`src/rtl/seven_seg_scan.sv`:
```
// seven_seg_scan: time-multiplexed common-anode seven-segment driver with double-buffered data
// Ports: clk, rst (sync active-high); load strobes data_in/dp_in/en_in into the pending buffer;
// seg/an_out/dp are active-low registered pin drives; frame_start pulses at the digit-0 slot;
// pending flags loaded data not yet applied. Define SEVEN_SEG_LZB_EN for leading-zero blanking.
module seven_seg_scan #(
  parameter int NUM_DIGITS = 8,
  parameter int SCAN_DIV   = 100000,
  parameter int DEAD_CYC   = 2
) (
  input  logic                    clk,
  input  logic                    rst,
  input  logic                    load,
  input  logic [4*NUM_DIGITS-1:0] data_in,
  input  logic [NUM_DIGITS-1:0]   dp_in,
  input  logic [NUM_DIGITS-1:0]   en_in,
  output logic [6:0]              seg,
  output logic [NUM_DIGITS-1:0]   an_out,
  output logic                    dp,
  output logic                    frame_start,
  output logic                    pending
);
  localparam int CW = $clog2(SCAN_DIV);
  localparam int IW = $clog2(NUM_DIGITS);
  logic [CW-1:0]           cnt_q, cnt_d;
  logic [IW-1:0]           idx_q, idx_d;
  logic                    pending_q, wrap, upd, lit, dp_q, dp_d, fs_q;
  logic [4*NUM_DIGITS-1:0] pd_data_q, act_data_q;
  logic [NUM_DIGITS-1:0]   pd_dp_q, pd_en_q, act_dp_q, act_en_q, an_q, an_d, blank;
  logic [6:0]              seg_q, seg_d;
  logic [3:0]              nib;
  function automatic logic [6:0] glyph(input logic [3:0] v);
    case (v)
      4'h0: glyph = 7'b0000001; 4'h1: glyph = 7'b1001111;
      4'h2: glyph = 7'b0010010; 4'h3: glyph = 7'b0000110;
      4'h4: glyph = 7'b1001100; 4'h5: glyph = 7'b0100100;
      4'h6: glyph = 7'b0100000; 4'h7: glyph = 7'b0001111;
      4'h8: glyph = 7'b0000000; 4'h9: glyph = 7'b0000100;
      4'hA: glyph = 7'b0001000; 4'hB: glyph = 7'b1100000;
      4'hC: glyph = 7'b0110001; 4'hD: glyph = 7'b1000010;
      4'hE: glyph = 7'b0110000; default: glyph = 7'b0111000;
    endcase
  endfunction
`ifdef SEVEN_SEG_LZB_EN
  logic [NUM_DIGITS-1:0] blank_q;
  // Scanning down from the top digit: once a nonzero nibble or a set dp is seen, everything below stays lit.
  function automatic logic [NUM_DIGITS-1:0] lzb(input logic [4*NUM_DIGITS-1:0] d, input logic [NUM_DIGITS-1:0] p);
    logic [NUM_DIGITS-1:0] m;
    logic keep;
    keep = 1'b0;
    m = '0;
    for (int k = NUM_DIGITS-1; k >= 0; k--) begin
      keep = keep | (d[4*k +: 4] != 4'd0) | p[k];
      m[k] = !keep && (k != 0);
    end
    return m;
  endfunction
  always_ff @(posedge clk)
    if (rst) blank_q <= '0;
    else if (upd) blank_q <= load ? lzb(data_in, dp_in) : lzb(pd_data_q, pd_dp_q);
  assign blank = blank_q;
`else
  assign blank = '0;
`endif
  always_comb begin
    wrap  = (cnt_q == CW'(SCAN_DIV-1)) && (idx_q == IW'(NUM_DIGITS-1));
    upd   = wrap && (load || pending_q);
    cnt_d = (cnt_q == CW'(SCAN_DIV-1)) ? '0 : cnt_q + 1'b1;
    idx_d = (cnt_q != CW'(SCAN_DIV-1)) ? idx_q : (idx_q == IW'(NUM_DIGITS-1)) ? '0 : idx_q + 1'b1;
    nib   = act_data_q[4*idx_q +: 4];
    lit   = (cnt_q >= CW'(DEAD_CYC)) && act_en_q[idx_q] && !blank[idx_q];
    seg_d = lit ? glyph(nib) : 7'h7f;
    an_d  = lit ? ~(NUM_DIGITS'(1) << idx_q) : '1;
    dp_d  = !(lit && act_dp_q[idx_q]);
  end
  always_ff @(posedge clk)
    if (rst) begin
      cnt_q      <= '0;
      idx_q      <= '0;
      pending_q  <= 1'b0;
      pd_data_q  <= '0;
      pd_dp_q    <= '0;
      pd_en_q    <= '0;
      act_data_q <= '0;
      act_dp_q   <= '0;
      act_en_q   <= '0;
      seg_q      <= 7'h7f;
      an_q       <= '1;
      dp_q       <= 1'b1;
      fs_q       <= 1'b0;
    end else begin
      cnt_q     <= cnt_d;
      idx_q     <= idx_d;
      pending_q <= !wrap && (pending_q || load);
      if (load) {pd_data_q, pd_dp_q, pd_en_q} <= {data_in, dp_in, en_in};
      // A load on the wrap edge bypasses the pending buffer and lands directly in the active one.
      if (upd) {act_data_q, act_dp_q, act_en_q} <= load ? {data_in, dp_in, en_in} : {pd_data_q, pd_dp_q, pd_en_q};
      seg_q     <= seg_d;
      an_q      <= an_d;
      dp_q      <= dp_d;
      fs_q      <= (cnt_q == '0) && (idx_q == '0);
    end
  assign seg         = seg_q;
  assign an_out      = an_q;
  assign dp          = dp_q;
  assign frame_start = fs_q;
  assign pending     = pending_q;
endmodule

```
`config.mk`:
```
export PLATFORM = sky130hd
export DESIGN_NAME = seven_seg_scan
export DESIGN_NICKNAME = d
export VERILOG_FILES = /design/src/rtl/seven_seg_scan.sv
export SDC_FILE = /design/constraint.sdc
export NUM_CORES = 1
export LEC_CHECK = 0
export ABC_CLOCK_PERIOD_IN_PS = 2800
export BUFFER_PORTS_ARGS = -buffer_cell sky130_fd_sc_hd__buf_4
export CAP_MARGIN = 20
export CORE_ASPECT_RATIO = 1.1
export CORE_MARGIN = 1.5
export CORE_UTILIZATION = 35
export CTS_CLUSTER_SIZE = 14
export DETAILED_ROUTE_END_ITERATION = 8
export PLACE_DENSITY = 0.54
export SYNTH_ARGS = -nofsm -noshare
export SYNTH_HDL_FRONTEND = slang
export SYNTH_SLANG_ARGS = --single-unit
```
`constraint.sdc`:
```
create_clock -name clk -period 2.8 [get_ports clk]
set_clock_uncertainty 0.15 [all_clocks]
set_input_delay 0.28 -clock clk [delete_from_list [all_inputs] [get_ports clk]]
set_output_delay 0.28 -clock clk [all_outputs]
set_load 0.01 [all_outputs]
```
==> impl_metrics.env, run 1 <==
export IMPL_drc_errors=0
export IMPL_yosysMostFrequentCell="dfxtp_1"
export IMPL_synth_cells=530
export IMPL_final_nets=674
export IMPL_clk_latency_ns=0.42
export IMPL_status="finished clean"
export IMPL_cp_slowest_cell="dfxtp_1"
export IMPL_holdCritPathClass="input port to flip-flop"
export IMPL_leakagePower_nw=2.77
export IMPL_layoutNonFillerInstCount=821
export IMPL_cts_sinks=134
export IMPL_synth_top_family_by_area="multiplexers"
export IMPL_maxSlewViolCount=0
export IMPL_synth_area_mux_share_pct=15.2
export IMPL_synth_xor_area_share_pct=2.33
export IMPL_gr_total_overflow=0
export IMPL_cap_violations=0
export IMPL_wire_per_inst_um=14.3
export IMPL_wl_um=11700
export IMPL_post_route_min_period_ns=2.45
export IMPL_root_buffer="clkbuf_16"
export IMPL_place_area_mm2=0.00628
export IMPL_relSlewSlack_pct=65.6
export IMPL_rows=48
export IMPL_setup_viol=0
export IMPL_synth_compound_area_share_pct=12.8
export IMPL_holdWs_ns=0.00454
export IMPL_cpPeakStageDelay_ns=0.43
export IMPL_vias=3868
export IMPL_coreArea_mm2=0.0157
export IMPL_vias_per_cell=4.71
export IMPL_n_fill_cell=1463
export IMPL_die_w_um=124
export IMPL_synth_seq_cells=134
export IMPL_synth_top_cell_by_area="dfxtp_1"
export IMPL_clk_path_buf_depth=2
export IMPL_synthFlopType="dfxtp_1"
export IMPL_ys_warn_count=0
export IMPL_ctsHtreeMaxLevel=4
export IMPL_num_io_pins=69
export IMPL_die_h_um=136
export IMPL_fmax_ghz=0.408
export IMPL_gp_congestion=0.808
export IMPL_synthDistinctLibCells=45
export IMPL_grt_start_max_net_pins=70
export IMPL_synth_area_per_cell_um2=10.6
export IMPL_peakVddDrop_mv=0.435
export IMPL_path_clk_slew_ns=0.06
export IMPL_cts_tree="done"
export IMPL_syn_to_final_growth_pct=25.1
export IMPL_cts_resized=0
export IMPL_ant_nets=0
export IMPL_yosys_area_share_simple_pct=14.2
export IMPL_antenna_found_initial=0
export IMPL_grt_pass1_vias=3900
export IMPL_portBuffers=68
export IMPL_seq_area_mm2=0.00268
export IMPL_synthTopCellsByArea="dfxtp_1 48%, a211oi_2 11%, mux2i_1 9.8%"
export IMPL_crit_family="simple AND/OR/NAND/NOR gates"
export IMPL_grt_pass1_wl_um=19500
export IMPL_powerDensity_mw_per_mm2=637
export IMPL_stdcell_area_mm2=0.00706
export IMPL_synth_area_mm2=0.00564
export IMPL_drive_gt1_share_pct=29.0
export IMPL_yosysSeqAreaShare_pct=47.5
export IMPL_critPathBufInv=1
export IMPL_critPathRequiredTime_ns=2.99
export IMPL_fin_crit_sh_pct=87.6
export IMPL_first_pass_iters=4
export IMPL_crit_type="flip-flop to flip-flop"
export IMPL_critical_path_cell_chain="ha_1 > and4_1 > nand2_1 > nor4b_4 > buf_4 > nor2_1 > a211oi_2"
export IMPL_initial_core_util_pct=35.9
export IMPL_startpoint_type="flip-flop"
export IMPL_dieArea_mm2=0.0169
export IMPL_synthAdderAreaFrac_pct=3.33
export IMPL_tns_ns=0
export IMPL_cts_buffers=17
export IMPL_netlist_area_leader_share_pct=47.5
export IMPL_dp_hpwl_um=8180
export IMPL_multiInputGateArea_mm2=0.00270
export IMPL_drtIter0Drc=250
export IMPL_worst_pin_slew_ns=0.506
export IMPL_grt_usage_pct=15.1
export IMPL_synth_common_cells="134 x dfxtp_1, 125 x nor2_1, 55 x mux2i_1, 48 x a211oi_2, 30 x nand2_1"
export IMPL_cp_max_fo=32
export IMPL_synth_fp_nets=596
export IMPL_diodes=0
export IMPL_synth_enable_flop_cells=0
export IMPL_crit_arrival_ns=2.64
export IMPL_postCtsSetupRepairBufs=0
export IMPL_final_hold_violation_count=0
export IMPL_synthArstFlopShare_pct=0
export IMPL_place_inst=773
export IMPL_rsz0062_at_grt="no"
export IMPL_worst_setup_path_end_kind="flip-flop"
tightest hold or removal path, stage by stage:
cell	delay, ns
buf_4	0.07
mux2i_1	0.09
nor2_1	0.09
sequential cells by signal, summed over array words and instances, names as in the netlist:
name	count
seg	7
frame_start	1
pending	1
pd_en_q	8
cnt_q	17
act_en_q	8
an_out	8
dp	1
act_dp_q	8
pd_dp_q	8
idx_q	3
pd_data_q	32
act_data_q	32
path summary, 6_finish.rpt:
path,startpoint,end,cells past startpoint,slack [ns]
min reg2reg,cnt_q[0],cnt_q[0],1,0.34
max reg2reg,cnt_q[1],act_dp_q[1],7,0.35
max,cnt_q[1],act_dp_q[1],7,0.35
min,data_in[12],pd_data_q[12],3,0.005
through the flow:
stage	power (mW)	setup slack, ns	util, %
floorplan	2.15	0.240	-
global placement	2.24	0.470	39.9
detailed placement	2.25	0.364	39.9
CTS	4.56	0.342	44.9
global route	4.67	0.144	44.9
finish	4.50	0.347	44.9
layout by cell type (no fill, tap or decap), types with 2 or more instances in the layout:
cell / Yosys / routed
o221ai_1: 2 / 2
bufinv_16: 0 / 3
clkbuf_16: 0 / 17
o211ai_1: 3 / 3
nand4_1: 2 / 2
xor2_1: 8 / 8
inv_1: 8 / 8
a211oi_2: 48 / 48
clkbuf_8: 0 / 3
ha_1: 15 / 15
dfxtp_1: 134 / 134
xnor2_1: 7 / 7
dlygate4sd3_1: 0 / 16
o21ai_0: 4 / 4
nor3_1: 3 / 3
mux4_2: 12 / 12
nand2_1: 30 / 30
buf_12: 0 / 2
mux2i_1: 55 / 55
clkinv_2: 0 / 3
nand3_1: 9 / 9
mux2_2: 2 / 2
nor2_1: 125 / 125
or2_2: 2 / 2
a21oi_1: 4 / 4
clkinvlp_4: 0 / 5
buf_4: 3 / 77
per-layer routing:
| metal | share of wire [%] | global-route usage (%) | up-vias | wire [µm] |
|---|---|---|---|---|
| li1 | - | - | 1984 | - |
| met4 | 1.8 | 7.70 | 0 | 217 |
| met1 | 50 | 20.2 | 1798 | 5820 |
| met5 | 0 | 0 | - | 0 |
| met2 | 45 | 22.8 | 73 | 5270 |
| met3 | 3.7 | 3.10 | 13 | 438 |
timing repair:
action | 4_1_cts | 5_1_grt
endpoints found under the setup margin | 0 | 0
hold buffers | 16 | 0
hold endpoints to repair | 16 | 0
cell type report:
cell class                 instances  area share (%)
multi-input combinational        351            38.2
sequential                       134            38.0
timing repair buffer              95            11.0
clock buffer                      20            6.61
tap                              200            3.54
clock inverter                    12            2.14
inverter                           9           0.478
report_power, final:
part	internal [mW]	total, mW	switching (mW)
Sequential	1.95	1.97	0.0164
Combinational	0.115	0.248	0.133
Clock	1.46	2.28	0.818
Total	3.53	4.50	0.967
logic make-up after synthesis:
logic type / after synthesis
compound gates: 67
xor+xnor: 15
fa+ha+maj: 15
buf+inv: 45
flops: 134
mux: 70
simple gates: 184
(Power assumes the default switching activity.)
==> run 2: changes to the inputs <==
--- a/config.mk
+++ b/config.mk
@@ -13,7 +13,7 @@
 export CORE_UTILIZATION = 35
 export CTS_CLUSTER_SIZE = 14
 export DETAILED_ROUTE_END_ITERATION = 8
-export PLACE_DENSITY = 0.54
+export PLACE_DENSITY = 0.52
 export SYNTH_ARGS = -nofsm -noshare
 export SYNTH_HDL_FRONTEND = slang
 export SYNTH_SLANG_ARGS = --single-unit
==> run 2 against run 1 <==
Die area stayed put; critical path depth unchanged; total power is 1.8% lower; worst hold slack better by 0.0057 ns; global-route usage is 0.11 points lower; highest routed layer unchanged.
==> impl_metrics.env, run 2 (same netlist as run 1, synthesis figures left out) <==
export IMPL_wire_per_inst_um=14.8
export IMPL_cp_slowest_cell="mux4_2"
export IMPL_cts_sinks=134
export IMPL_gp_congestion=0.803
export IMPL_rows=48
export IMPL_crit_type="flip-flop to flip-flop"
export IMPL_setup_viol=0
export IMPL_cpPeakStageDelay_ns=0.56
export IMPL_reg2regPathDepth=7
export IMPL_syn_to_final_growth_pct=23.3
export IMPL_vias_per_cell=4.82
export IMPL_root_buffer="clkbuf_16"
export IMPL_relSlewSlack_pct=66.0
export IMPL_dp_hpwl_um=8530
export IMPL_coreArea_mm2=0.0157
export IMPL_drtIter0Drc=199
export IMPL_gr_total_overflow=0
export IMPL_crit_arrival_ns=2.60
export IMPL_final_common_cell="dfxtp_1"
export IMPL_ant_nets=0
export IMPL_cts_resized=0
export IMPL_cp_max_fo=6
export IMPL_cts_buffers=17
export IMPL_path_clk_slew_ns=0.05
export IMPL_powerDensity_mw_per_mm2=635
export IMPL_initial_core_util_pct=35.9
export IMPL_r2r_slack_ns=0.35
export IMPL_clk_path_buf_depth=2
export IMPL_n_fill_cell=1516
export IMPL_antenna_found_initial=0
export IMPL_clk_latency_ns=0.41
export IMPL_diodes=0
export IMPL_post_route_min_period_ns=2.45
export IMPL_reg_top3="act_data_q x32, pd_data_q x32, cnt_q x17"
export IMPL_die_w_um=124
export IMPL_peakVddDrop_mv=0.406
export IMPL_grt_usage_pct=15.0
export IMPL_place_ws_ns=0.346
export IMPL_drc_errors=0
export IMPL_cts_tree="done"
export IMPL_r2r_end="seg[3]"
export IMPL_first_pass_iters=4
export IMPL_portBuffers=68
export IMPL_endpoint="seg[3]"
export IMPL_fin_crit_sh_pct=87.7
export IMPL_startpoint_type="flip-flop"
export IMPL_drive_gt1_share_pct=28.5
export IMPL_holdCritPathClass="input port to flip-flop"
export IMPL_place_inst=775
export IMPL_hold_buffers=7
export IMPL_vias=3915
export IMPL_worst_setup_path_end_kind="flip-flop"
export IMPL_fin_ws_ns=0.345
export IMPL_grt_pass1_wl_um=19400
export IMPL_tns_ns=0
export IMPL_worst_pin_slew_ns=0.501
export IMPL_r2r_start="idx_q[0]"
export IMPL_wl_um=12100
export IMPL_rsz0062_at_grt="no"
export IMPL_cap_violations=0
export IMPL_cpMostUsedCell="mux2i_1"
export IMPL_final_nets=667
export IMPL_final_hold_violation_count=0
export IMPL_ctsHtreeMaxLevel=4
export IMPL_critPathRequiredTime_ns=2.95
export IMPL_num_io_pins=69
export IMPL_dieArea_mm2=0.0169
export IMPL_final_cell_mix="134 x dfxtp_1, 125 x nor2_1, 79 x buf_4"
export IMPL_status="finished clean"
export IMPL_fmax_ghz=0.407
export IMPL_critical_path_cell_chain="mux4_2 > mux2i_1 > inv_1 > ha_1 > mux2i_1 > mux2_2 > nand2_1"
export IMPL_die_h_um=136
export IMPL_crit_start="idx_q[0]"
export IMPL_leakagePower_nw=2.74
export IMPL_layoutNonFillerInstCount=813
export IMPL_postCtsSetupRepairBufs=0
export IMPL_grt_pass1_vias=3943
export IMPL_maxSlewViolCount=0
export IMPL_grt_start_max_net_pins=57
## run 2: cell type report
cell class | instances | area [µm²] | area share [%]
clock buffer | 29 | 531 | 7.62
clock inverter | 2 | 60.1 | 0.863
inverter | 9 | 33.8 | 0.486
multi-input combinational | 351 | 2700 | 38.8
sequential | 134 | 2680 | 38.6
tap | 200 | 250 | 3.60
timing repair buffer | 88 | 703 | 10.1
## run 2: power breakdown
| part | internal, mW | total (mW) | leakage, nW | switching [mW] |
|---|---|---|---|---|
| Sequential | 1.96 | 1.97 | 1.09 | 0.0168 |
| Combinational | 0.106 | 0.237 | 1.36 | 0.131 |
| Clock | 1.45 | 2.21 | 0.288 | 0.761 |
## run 2: worst min-delay path by stage
stage                         end        start  slack, ns  cells after the start
floorplan                cnt_q[0]     cnt_q[0]       0.29                      1
global placement         cnt_q[0]     cnt_q[0]       0.33                      1
detailed placement       cnt_q[0]     cnt_q[0]       0.33                      1
CTS                 pd_data_q[28]  data_in[28]     0.0003                      3
global route        pd_data_q[21]  data_in[21]       0.01                      3
finish              pd_data_q[23]  data_in[23]       0.01                      3
## run 2: critical path, delay by kind of cell, from the launching register on
family,cells,cell delay (ns)
muxes,4,1.25
and+or+nand+nor,1,0.05
buffers and inverters,1,0.13
adders and majority gates,1,0.27
DFF,1,0.51
## run 2: stage by stage
stage                     util, %  hold slack (ns)  power [mW]  cell area [µm²]
after CTS                    44.2         0.000349        4.48             6960
after global routing         44.2           0.0130        4.59             6960
after global placement       40.0            0.325        2.24             6300
after floorplan                 -            0.291        2.15             5640
final                        44.2           0.0102        4.42             6960
after detailed placement     40.0            0.326        2.25             6300
## run 2: routing by layer
layer | GRT usage (%) | wire (µm) | vias up
met5 | 0 | 0 | -
met4 | 6.25 | 207 | 0
met3 | 3.78 | 375 | 15
met2 | 24.1 | 5710 | 81
met1 | 19.0 | 5780 | 1846
li1 | - | - | 1973
==> run 3: changes to the inputs <==
--- a/config.mk
+++ b/config.mk
@@ -5,7 +5,7 @@
 export SDC_FILE = /design/constraint.sdc
 export NUM_CORES = 1
 export LEC_CHECK = 0
-export ABC_CLOCK_PERIOD_IN_PS = 2800
+export ABC_CLOCK_PERIOD_IN_PS = 2050
 export BUFFER_PORTS_ARGS = -buffer_cell sky130_fd_sc_hd__buf_4
 export CAP_MARGIN = 20
 export CORE_ASPECT_RATIO = 1.1
@@ -13,7 +13,7 @@
 export CORE_UTILIZATION = 35
 export CTS_CLUSTER_SIZE = 14
 export DETAILED_ROUTE_END_ITERATION = 8
-export PLACE_DENSITY = 0.52
+export PLACE_DENSITY = 0.54
 export SYNTH_ARGS = -nofsm -noshare
 export SYNTH_HDL_FRONTEND = slang
 export SYNTH_SLANG_ARGS = --single-unit
==> constraint.sdc (replaced) <==
create_clock -name clk -period 2.05 [get_ports clk]
set_clock_uncertainty 0.15 [all_clocks]
set_input_delay 0.205 -clock clk [delete_from_list [all_inputs] [get_ports clk]]
set_output_delay 0.205 -clock clk [all_outputs]
set_load 0.01 [all_outputs]
==> run 3 against run 2 <==
Sequential power is 37% higher; clock-buffer cell count is 5 lower; the flow now finishes with violations (setup timing); critical path type unchanged; final cell count is 13% higher; non-clock buffer count grew 104; global-route usage is 0.90 points higher; design area is 17% higher.
==> impl_metrics.env, run 3 (same netlist as run 1, synthesis figures left out) <==
export IMPL_portBuffers=68
export IMPL_min_delay_start="load"
export IMPL_wire_per_inst_um=14.7
export IMPL_grtUsageMet1_pct=21.1
export IMPL_violations="setup timing"
export IMPL_grt_use_met3_pct=3.69
export IMPL_final_cell_mix="129 x dfxtp_1, 120 x buf_4, 117 x nor2_1"
export IMPL_crit_arrival_ns=2.35
export IMPL_n_fill_cell=1391
export IMPL_cp_max_fo=7
export IMPL_vias_per_cell=4.77
export IMPL_grt_pass1_vias=4229
export IMPL_final_common_cell="dfxtp_1"
export IMPL_syn_to_final_growth_pct=44.5
export IMPL_startpoint_type="flip-flop"
export IMPL_dieArea_mm2=0.0169
export IMPL_worst_setup_path_end_kind="flip-flop"
export IMPL_wl_um=13500
export IMPL_gr_total_overflow=0
export IMPL_num_io_pins=69
export IMPL_place_area_mm2=0.00668
export IMPL_gp_congestion=0.798
export IMPL_r2r_slack_ns=-0.09
export IMPL_setup_viol=8
export IMPL_stdcell_area_mm2=0.00816
export IMPL_post_route_min_period_ns=2.14
export IMPL_tns_ns=-0.242
export IMPL_final_util_pct=51.8
export IMPL_critPathRequiredTime_ns=2.26
export IMPL_drtIter0Drc=219
export IMPL_die_h_um=136
export IMPL_die_w_um=124
export IMPL_cts_tree="done"
export IMPL_met2_usage_pct=25.1
export IMPL_grt_pass1_wl_um=20600
export IMPL_diodes=0
export IMPL_initial_core_util_pct=35.9
export IMPL_grt_usage_pct=15.9
export IMPL_cts_sinks=134
export IMPL_ant_nets=0
export IMPL_fin_crit_sh_pct=104
export IMPL_worst_pin_slew_ns=0.441
export IMPL_path_clk_slew_ns=0.05
export IMPL_vias=4377
export IMPL_relSlewSlack_pct=70.4
export IMPL_final_nets=771
export IMPL_grt_start_max_net_pins=67
export IMPL_busiest_layer="met2"
export IMPL_root_buffer="clkbuf_16"
export IMPL_fin_ws_ns=-0.0894
export IMPL_peakVddDrop_mv=0.543
export IMPL_reg_top3="act_data_q x32, pd_data_q x32, cnt_q x17"
export IMPL_antenna_found_initial=0
export IMPL_place_ws_ns=-0.0811
export IMPL_first_pass_iters=4
export IMPL_ctsHtreeMaxLevel=4
export IMPL_powerDensity_mw_per_mm2=740
export IMPL_rsz0062_at_grt="yes"
export IMPL_holdWs_ns=0.107
export IMPL_clk_latency_ns=0.42
export IMPL_rows=48
export IMPL_cap_violations=0
export IMPL_maxSlewViolCount=0
export IMPL_drive_gt1_share_pct=37.5
export IMPL_clk_path_buf_depth=2
export IMPL_coreArea_mm2=0.0157
export IMPL_r2r_start="idx_q[0]"
export IMPL_dp_hpwl_um=8540
export IMPL_crit_type="flip-flop to flip-flop"
export IMPL_drc_errors=0
export IMPL_holdCritPathClass="input port to flip-flop"
export IMPL_final_hold_violation_count=0
export IMPL_cts_buffers=17
export IMPL_fmax_ghz=0.467
export IMPL_status="finished, violations left"
export IMPL_leakagePower_nw=3.34
export IMPL_crit_start="idx_q[0]"
export IMPL_seq_area_mm2=0.00269
export IMPL_multiInputGateArea_mm2=0.00279
run 3: timing repair:
item	4_1_cts	5_1_grt
endpoints found under the setup margin	53	72
hold endpoints to repair	50	0
buffers inserted	2	10
resized for setup	2	47
cloned	2	6
hold buffers	49	0
pin swaps	0	40
run 3: worst max-delay path, cell delays in order (launching register included):
cell,delay [ns]
dfxtp_4,0.36
buf_12,0.13
mux4_2,0.52
mux2i_4,0.20
ha_1,0.28
inv_2,0.06
mux2i_1,0.07
mux2_4,0.27
nand2_2,0.05
run 3: metrics by stage:
| step | std cells | total power, mW |
|---|---|---|
| after global placement | 817 | 3.07 |
| after CTS | 902 | 6.11 |
| after global routing | 918 | 6.28 |
| after detailed placement | 817 | 3.08 |
| after floorplan | 530 | 2.93 |
| final | 918 | 6.03 |
run 3: worst paths after layout:
path	cells after the start	to
min reg2reg	2	act_data_q[14]
max reg2reg	8	seg[3]
min	3	pending
max	8	seg[3]
run 3: layer usage:
layer  share of wire (%)  routed length (µm)
met4                 1.1                 144
met5                   0                   0
met1                  48                6500
met3                 2.9                 396
met2                  48                6460
run 3: final cells by class:
| cell class | count | area share [%] |
|---|---|---|
| Inverter | 9 | 0.460 |
| Tap cell | 200 | 3.07 |
| Timing Repair Buffer | 192 | 22.2 |
| Sequential cell | 134 | 33.0 |
| Multi-Input combinational cell | 351 | 34.2 |
| Clock inverter | 8 | 1.21 |
| Clock buffer | 24 | 5.78 |
run 3: report_power, final:
group | internal [mW] | switching, mW
clock | 1.85 | 1.09
sequential | 2.67 | 0.0178
combinational | 0.209 | 0.195
